$ cat config.mk
export PLATFORM = sky130hd
export DESIGN_NAME = bus_transfer_ctrl
export DESIGN_NICKNAME = d
export VERILOG_FILES = /design/src/rtl/bus_transfer_ctrl.sv
export SDC_FILE = /design/constraint.sdc
export NUM_CORES = 1
export LEC_CHECK = 0
export BUFFER_PORTS_ARGS = -buffer_cell sky130_fd_sc_hd__buf_2
export CORE_MARGIN = 5
export CORE_UTILIZATION = 30
export DETAILED_ROUTE_END_ITERATION = 6
export GPL_TIMING_DRIVEN = 0
export PLACE_DENSITY = 0.58
export SLEW_MARGIN = 30
export SYNTH_ARGS = -nofsm -noshare
export SYNTH_HDL_FRONTEND = slang
export SYNTH_SLANG_ARGS = --single-unit
$ cat constraint.sdc
create_clock -name clk -period 2 [get_ports clk]
set_input_delay 0 -clock clk [delete_from_list [all_inputs] [get_ports clk]]
set_output_delay 0 -clock clk [all_outputs]
set_load 0.05 [all_outputs]
$ cat src/rtl/bus_transfer_ctrl.sv
`default_nettype none
// ============================================================================
// Module      : bus_transfer_ctrl
// Description : Bus master / control sequencer for the shared 16-bit register
//               bus. It moves one word per request from a register (or an
//               immediate value) into a destination register. It drives the
//               one-hot enable/latch controls that each register consumes.
//
// Ports
//   clk         in   system clock
//   reset       in   synchronous, active-high reset
//   start       in   transfer request, sampled only while idle
//   src_sel     in   [3:0] source register index, or IMM_SRC for immediate
//   dst_sel     in   [3:0] destination register index
//   imm_data    in   [15:0] immediate word
//   bus_in      in   [15:0] resolved bus value (snooped)
//   reg_enable  out  [NUM_REGS-1:0] one-hot register bus-drive enable
//   reg_latch   out  [NUM_REGS-1:0] one-hot register capture strobe
//   bus_out     out  [15:0] controller drive value (0 when not driving)
//   bus_drive   out  controller owns the bus (immediate transfers)
//   busy        out  transfer in progress
//   done        out  one-cycle completion pulse
//   error       out  one-cycle rejected-request pulse
//   captured    out  [15:0] last word seen on the bus during XFER
//   xfer_count  out  [7:0] completed transfers (wraps)
//
// Revision    : 1.0  initial release
// ============================================================================
module bus_transfer_ctrl #(
   parameter int NUM_REGS = 10,
   parameter int IMM_SRC  = 15
) (
   input  logic                clk,
   input  logic                reset,
   input  logic                start,
   input  logic [3:0]          src_sel,
   input  logic [3:0]          dst_sel,
   input  logic [15:0]         imm_data,
   input  logic [15:0]         bus_in,
   output logic [NUM_REGS-1:0] reg_enable,
   output logic [NUM_REGS-1:0] reg_latch,
   output logic [15:0]         bus_out,
   output logic                bus_drive,
   output logic                busy,
   output logic                done,
   output logic                error,
   output logic [15:0]         captured,
   output logic [7:0]          xfer_count
);

   localparam logic [1:0] S_IDLE  = 2'd0;
   localparam logic [1:0] S_SETUP = 2'd1;
   localparam logic [1:0] S_XFER  = 2'd2;
   localparam logic [1:0] S_DONE  = 2'd3;

   localparam logic [4:0]          c_NUM_REGS = 5'(NUM_REGS);
   localparam logic [3:0]          c_IMM_SRC  = 4'(IMM_SRC);
   localparam logic [NUM_REGS-1:0] c_ONE      = NUM_REGS'(1);

   logic [1:0]          state_q,    state_d;
   logic [3:0]          dst_q,      dst_d;
   logic [NUM_REGS-1:0] enable_q,   enable_d;
   logic [NUM_REGS-1:0] latch_q,    latch_d;
   logic [15:0]         bus_out_q,  bus_out_d;
   logic                drive_q,    drive_d;
   logic                busy_q,     busy_d;
   logic                done_q,     done_d;
   logic                error_q,    error_d;
   logic [15:0]         captured_q, captured_d;
   logic [7:0]          count_q,    count_d;

   logic w_src_is_imm;
   logic w_req_valid;

   assign w_src_is_imm = (src_sel == c_IMM_SRC);
   assign w_req_valid  = ({1'b0, dst_sel} < c_NUM_REGS) &&
                         (({1'b0, src_sel} < c_NUM_REGS) || w_src_is_imm) &&
                         (src_sel != dst_sel);

   // Every output is a register; the next-state logic computes the value each
   // output must carry in the state being entered.
   always_comb begin
      state_d    = state_q;
      dst_d      = dst_q;
      enable_d   = '0;
      latch_d    = '0;
      bus_out_d  = 16'h0000;
      drive_d    = 1'b0;
      done_d     = 1'b0;
      error_d    = 1'b0;
      captured_d = captured_q;
      count_d    = count_q;

      case (state_q)
         S_IDLE: begin
            if (start) begin
               if (w_req_valid) begin
                  state_d = S_SETUP;
                  dst_d   = dst_sel;
                  // The source drive decided here is held through XFER, so
                  // it doubles as the latched copy of src_sel / imm_data.
                  if (w_src_is_imm) begin
                     drive_d   = 1'b1;
                     bus_out_d = imm_data;
                  end else begin
                     enable_d = c_ONE << src_sel;
                  end
               end else begin
                  error_d = 1'b1;
               end
            end
         end
         S_SETUP: begin
            state_d   = S_XFER;
            enable_d  = enable_q;
            drive_d   = drive_q;
            bus_out_d = bus_out_q;
            latch_d   = c_ONE << dst_q;
         end
         S_XFER: begin
            state_d    = S_DONE;
            captured_d = bus_in;
            done_d     = 1'b1;
         end
         S_DONE: begin
            state_d = S_IDLE;
            count_d = count_q + 8'd1;
         end
         default: begin
            state_d = S_IDLE;
         end
      endcase

      busy_d = (state_d != S_IDLE);
   end

   always_ff @(posedge clk) begin
      if (reset) begin
         state_q    <= S_IDLE;
         dst_q      <= 4'd0;
         enable_q   <= '0;
         latch_q    <= '0;
         bus_out_q  <= 16'h0000;
         drive_q    <= 1'b0;
         busy_q     <= 1'b0;
         done_q     <= 1'b0;
         error_q    <= 1'b0;
         captured_q <= 16'h0000;
         count_q    <= 8'd0;
      end else begin
         state_q    <= state_d;
         dst_q      <= dst_d;
         enable_q   <= enable_d;
         latch_q    <= latch_d;
         bus_out_q  <= bus_out_d;
         drive_q    <= drive_d;
         busy_q     <= busy_d;
         done_q     <= done_d;
         error_q    <= error_d;
         captured_q <= captured_d;
         count_q    <= count_d;
      end
   end

   assign reg_enable = enable_q;
   assign reg_latch  = latch_q;
   assign bus_out    = bus_out_q;
   assign bus_drive  = drive_q;
   assign busy       = busy_q;
   assign done       = done_q;
   assign error      = error_q;
   assign captured   = captured_q;
   assign xfer_count = count_q;

`ifndef SYNTHESIS
   a_single_driver: assert property (@(posedge clk) disable iff (reset)
      ($countones(enable_q) + (drive_q ? 1 : 0)) <= 1);
   a_single_latch: assert property (@(posedge clk) disable iff (reset)
      $countones(latch_q) <= 1);
   a_latch_in_xfer: assert property (@(posedge clk) disable iff (reset)
      (latch_q != '0) |-> (state_q == S_XFER));
   a_latch_has_source: assert property (@(posedge clk) disable iff (reset)
      (latch_q != '0) |-> ((enable_q != '0) || drive_q));
   a_done_error_excl: assert property (@(posedge clk) disable iff (reset)
      !(done_q && error_q));
   a_bus_out_quiet: assert property (@(posedge clk) disable iff (reset)
      !drive_q |-> (bus_out_q == 16'h0000));
`endif

endmodule
`default_nettype wire

==> reports/summary.txt, run 1 <==
H-tree lvl count: 3
Worst setup SP type: flip-flop
post-synth cell types: 39
Worst Hold Class: primary input to flip-flop
count leader, synth: dfxtp_1
share of cells above drive strength 1: 0.356
Reg clk slew, reported paths: 0.07 ns
clock skew: 0.0112 ns
Cell Count Post-Placement: 444
root buf cell: clkbuf_8
chip height: 103 µm
DRC Markers: 0
async set-reset flop share out of synthesis: 0
max_cap viols: 0
Leak: 1.78 nW
filler cell count: 812
Worst path max stage delay: 0.45 ns
CP max FO: 10
vias per cell: 4.54
cell taking the most area after synthesis: dfxtp_1
CTS Buf Count: 9
register area: 1400 µm²
#FFs+latches synth: 70
internal power: 0.00260 W
maximum clock frequency: 0.551 GHz
Core Rows: 33
Post-DP Area: 3240 µm²
syn avg cell area: 11.0 µm²
Area Overhead vs Synth: 47.7%
final-report setup violation count: 0
most frequent cells after synthesis: dfxtp_1 (70), nor2_1 (32), mux2i_1 (21), a22o_1 (20)
setup ws final: 0.185 ns
design area: 3820 µm²
CTS Buffer Depth: 2
final std cells w/o fill: 495
GPL Wtd Cong: 0.787
sw frac: 0.334
Combinational Power Share: 0.284
GR Overflow Total: 0
Final Hold Viols: 0
Iter 0 DRT Violations: 66
Detailed Route WL: 6910 µm
slowest CP cell: clkbuf_1
CTS tree: built
Cell Chain, Critical Path: inv_1 -> ha_1 -> nor2b_1 -> clkbuf_1 -> nand2_1 -> nor3_1
register area share after synthesis: 0.542
Mapped Cells: 234
Core Region: 8300 µm²
IO Count: 107
clock share of power: 0.309
crit path kind: flip-flop to flip-flop
Slew HR: 0.481
post-synthesis cell area: 2580 µm²
max-slew violations: 0
worst slack at placement: -0.0228 ns
Ys Warns: 0
DIE WIDTH: 103 µm
routed via count: 2249
Post-synth EDFFs: 0
Detail Placement HPWL: 4810 µm
Area contributors post-synth: dfxtp_1 (54%), mux2i_1 (8.1%), a22o_1 (6.8%)
total power: 0.00391 W
outcome: finished clean
Cell Pwr Density: 1020 nW/µm²
Reg power frac: 0.407
All-Layer GR Usage: 0.135
diodes inserted: 0
initial antenna violation count: 1
syn nets: 283
maximum VDD drop: 0.000509 V
post-route minimum period: 1.81 ns
unrepaired setup endpoints after global routing: yes
vias in the first global route: 2315
area of the die: 10600 µm²
final net count: 435
footprint of the multi-input gates: 1110 µm²
Main synth FF type: dfxtp_1
CP arrival: 2.05 ns
drt pass-1 iters: 4
clk sinks: 70
post-detailed-route count of antenna-violating nets: 0
Initial Util: 0.311
Clk Latency, worst-skew pair: 0.33 ns
Least-Margin Pin Slew: 0.772 ns
WL per Instance: 14.0 µm
post-synth top area share: 0.542
switching power: 0.00131 W
first-pass GRT wire length: 11000 µm
largest net degree at the start of global routing: 12
CP endpoint kind: flip-flop
Worst EP required: 2.24 ns
Port-buffer cells: 105
Final period util: 0.907
Sum Neg Setup Slack: 0 ns
[registers in the layout, summed over array words and instances, names as in the netlist, 2 cells and up]
register    flops
bus_out        16
state_q         2
xfer_count      8
reg_latch      10
reg_enable     10
captured       16
dst_q           4
[per-layer routing]
layer	vias up	routed length [µm]	global-route usage
li1	1132	-	-
met1	1032	2950	0.164
met2	67	3380	0.217
met3	16	398	0.0345
met4	2	161	0.0727
met5	-	13	0
[placed cells by master, fill, tap and decap left out, types with 3 or more instances in the layout]
cell type / Yosys / final
mux2i_1: 21 / 21
clkbuf_1: 7 / 8
dfxtp_1: 70 / 70
nor3_1: 8 / 8
buf_2: 1 / 106
and3b_2: 3 / 3
a22o_1: 20 / 20
clkbuf_8: 1 / 10
ha_1: 6 / 6
buf_4: 1 / 4
or2b_1: 3 / 3
o21ai_0: 3 / 3
a32o_1: 5 / 5
xor2_1: 8 / 8
nor2_1: 32 / 32
dlygate4sd3_1: 0 / 34
nand4_1: 3 / 3
or2b_2: 5 / 5
nand2_1: 7 / 7
nor2b_1: 4 / 4
[layout make-up]
type,instances,area share
buffer,11,0.0187
clock buffer,11,0.0344
clock inverter,4,0.0190
inverter,2,0.00197
multi-input combinational,150,0.292
sequential,70,0.367
tap,105,0.0344
timing repair buffer,142,0.233
[cells by family after synthesis]
logic type	after synthesis	synth area share
fa+ha+maj	6	0.0290
xor+xnor	9	0.0305
simple gates	78	0.161
buf+inv	14	0.0319
mux	21	0.0813
flops	70	0.542
compound gates	36	0.124
[critical path, delay by kind of cell, from the launching register on]
kind                       cells  cell delay (ns)
and+or+nand+nor                3             0.67
DFF                            1             0.33
buffers and inverters          2             0.55
adders and majority gates      1             0.18
[power by group through the flow]
stage / logic, W / clock network (W) / registers [W]
global route: 0.00120 / 0.00130 / 0.00161
global placement: 0.00104 / 0 / 0.00162
detailed placement: 0.00105 / 0 / 0.00162
CTS: 0.00111 / 0.00124 / 0.00159
floorplan: 0.000460 / 0 / 0.00196
finish: 0.00111 / 0.00121 / 0.00159
[worst paths after layout]
path                   start  cells past startpoint  slack (ns)            to
hold / removal         reset                      3        0.03    state_q[1]
setup / recovery  state_q[1]                      6        0.19  reg_latch[0]
hold reg to reg    bus_drive                      1        0.45     bus_drive
setup reg to reg  state_q[1]                      6        0.19  reg_latch[0]
[stage by stage]
| step | util | hold WS [ns] |
|---|---|---|
| 3_5_place_dp | 0.391 | 0.213 |
| 3_3_place_gp | 0.391 | 0.210 |
| 2_1_floorplan | - | 0.126 |
| 4_1_cts | 0.457 | 0.00931 |
| 6_report | 0.460 | 0.0314 |
| 5_1_grt | 0.460 | 0.0166 |
[repair_timing]
| item | in CTS | in global routing |
|---|---|---|
| endpoints found under the hold margin | 40 | 0 |
| gates resized for setup | 1 | 1 |
| pin swaps | 0 | 1 |
| hold buffers | 34 | 0 |
| cloned | 0 | 0 |
| setup endpoints to repair | 9 | 18 |
| buffers inserted | 0 | 3 |
(Power assumes the default switching activity.)
==> run 2, diff against run 1 <==
--- a/config.mk
+++ b/config.mk
@@ -7,10 +7,10 @@
 export LEC_CHECK = 0
 export BUFFER_PORTS_ARGS = -buffer_cell sky130_fd_sc_hd__buf_2
 export CORE_MARGIN = 5
-export CORE_UTILIZATION = 30
+export CORE_UTILIZATION = 47
 export DETAILED_ROUTE_END_ITERATION = 6
 export GPL_TIMING_DRIVEN = 0
-export PLACE_DENSITY = 0.58
+export PLACE_DENSITY = 0.82
 export SLEW_MARGIN = 30
 export SYNTH_ARGS = -nofsm -noshare
 export SYNTH_HDL_FRONTEND = slang
==> reports/summary.txt, run 2 (synthesis results as in run 1) <==
R2R setup slack: 0.15 ns (-0.04 ns)
most frequent cells in the layout: buf_2 (106), dfxtp_1 (70), dlygate4sd3_1 (34)
Initial Util: 0.475 (+0.164)
Core Rows: 27 (-18%)
GR Overflow Total: 0 (unchanged)
clock skew: 0.0111 ns (-0.0000415 ns)
Cell Count Post-Placement: 411 (-7.4%)
crit path from: state_q[1]
CP arrival: 2.11 ns (+0.06 ns)
final-report setup violation count: 0 (unchanged)
chip height: 84.2 µm (-18%)
Cell Pwr Density: 1020 nW/µm² (about the same)
Reg power frac: 0.414 (+0.007)
initial antenna violation count: 0 (-1)
Worst Hold Class: primary input to flip-flop
Detailed Route WL: 6570 µm (-4.9%)
Least-Margin Pin Slew: 0.755 ns (-0.0175 ns)
maximum VDD drop: 0.000849 V (+67%)
max-slew violations: 0 (unchanged)
H-tree lvl count: 3 (unchanged)
Worst setup SP type: flip-flop
drt pass-1 iters: 4 (unchanged)
outcome: finished clean
Iter 0 DRT Violations: 67 (+1.5%)
max_cap viols: 0 (unchanged)
largest net degree at the start of global routing: 12 (unchanged)
crit path kind: flip-flop to flip-flop
Area Overhead vs Synth: 45.4%
Final Hold Viols: 0 (unchanged)
clk sinks: 70 (unchanged)
All-Layer GR Usage: 0.190 (+0.0549)
switching power: 0.00129 W (-1.0%)
Combinational Power Share: 0.292 (+0.008)
internal power: 0.00255 W (-1.9%)
CP endpoint kind: flip-flop
clock share of power: 0.294 (-0.015)
Core Region: 5440 µm² (-34%)
vias in the first global route: 2283 (-1.4%)
vias per cell: 4.90 (+7.8%)
DRC Markers: 0 (unchanged)
Reg clk slew, reported paths: 0.07 ns (about the same)
sw frac: 0.336 (+0.00190)
CTS Buffer Depth: 2 (unchanged)
WL per Instance: 14.2 µm (+2.1%)
maximum clock frequency: 0.540 GHz (-2.1%)
Detail Placement HPWL: 4300 µm (-11%)
DIE WIDTH: 84.2 µm (-18%)
post-route minimum period: 1.85 ns (+0.0382 ns)
Worst EP required: 2.26 ns (+0.02 ns)
area of the die: 7080 µm² (-33%)
post-detailed-route count of antenna-violating nets: 0 (unchanged)
share of cells above drive strength 1: 0.355 (-0.00165)
diodes inserted: 0 (unchanged)
CTS Buf Count: 9 (unchanged)
total power: 0.00385 W (-1.6%)
IO Count: 107 (unchanged)
final net count: 433 (-0.46%)
CTS tree: built
Hold Crit Start: dst_sel[3]
root buf cell: clkbuf_8
final std cells w/o fill: 461 (-6.9%)
Clk Latency, worst-skew pair: 0.33 ns (about the same)
routed via count: 2258 (+0.40%)
GPL Wtd Cong: 0.775 (-1.4%)
CP max FO: 10 (unchanged)
Slew HR: 0.493 (+0.0117)
commonest non-fill, non-tap cell in the layout: buf_2
R2R Path Start: state_q[1]
Port-buffer cells: 105 (unchanged)
Sum Neg Setup Slack: 0 ns (unchanged)
Final period util: 0.926 (+0.0191)
Leak: 1.77 nW (-0.60%)
first-pass GRT wire length: 10900 µm (-0.87%)
[run 2: cell count changes in the layout (fill, tap and decap cells not counted)]
cell	delta
bufinv_16	-1
clkbuf_8	+2
buf_4	-2
[run 2: worst paths after layout]
kind | depth (start not counted) | end
worst max register to register | 7 | bus_out[13]
worst max-delay path | 7 | bus_out[13]
worst min register to register | 1 | bus_drive
worst min-delay path | 3 | dst_q[3]
[run 2: final cells by class]
class | count | area (µm²)
Buffer | 11 | 71.3
Clock buffer | 13 | 159
Clock inverter | 3 | 42.5
Fill cell | 422 | 1680
Inverter | 2 | 7.51
Multi-Input combinational cell | 150 | 1110
Sequential cell | 70 | 1400
Tap cell | 72 | 90.1
Timing Repair Buffer | 140 | 873
[run 2: power by group through the flow]
stage,combinational [W],sequential (W),clock [W]
5_1_grt,0.00120,0.00161,0.00123
2_1_floorplan,0.000460,0.00196,0
6_report,0.00112,0.00159,0.00113
3_3_place_gp,0.00103,0.00162,0
3_5_place_dp,0.00104,0.00162,0
4_1_cts,0.00111,0.00159,0.00116
[run 2: what timing repair did]
action	in CTS	in global routing
hold buffers	34	0
buffers inserted	0	1
endpoints found under the hold margin	40	0
pin swaps	0	1
endpoints found under the setup margin	10	17
gates resized for setup	1	1
[run 2: layer usage]
metal	GRT usage	part of all wire	vias up
li1	-	-	1126
met1	0.221	0.42	1052
met2	0.328	0.50	73
met3	0.0667	0.070	7
met4	0.0570	0.0091	0
met5	0	0	-
[run 2: critical path: stages (launching register included)]
cell and delay (ns):
dfxtp_1 0.36, inv_1 0.09, ha_1 0.21, nor4bb_2 0.39, nand2_1 0.18, nor3_4 0.22, buf_4 0.20, a22o_1 0.14
[run 2: stage by stage]
step | instance area [µm²] | setup WS, ns | util | hold WS (ns)
finish | 3760 | 0.147 | 0.691 | 0.0417
global route | 3760 | -0.0128 | 0.691 | 0.0166
CTS | 3750 | 0.00409 | 0.689 | 0.0223
detailed placement | 3200 | -0.120 | 0.588 | 0.214
global placement | 3200 | -0.00251 | 0.588 | 0.209
floorplan | 2580 | 0.321 | - | 0.126
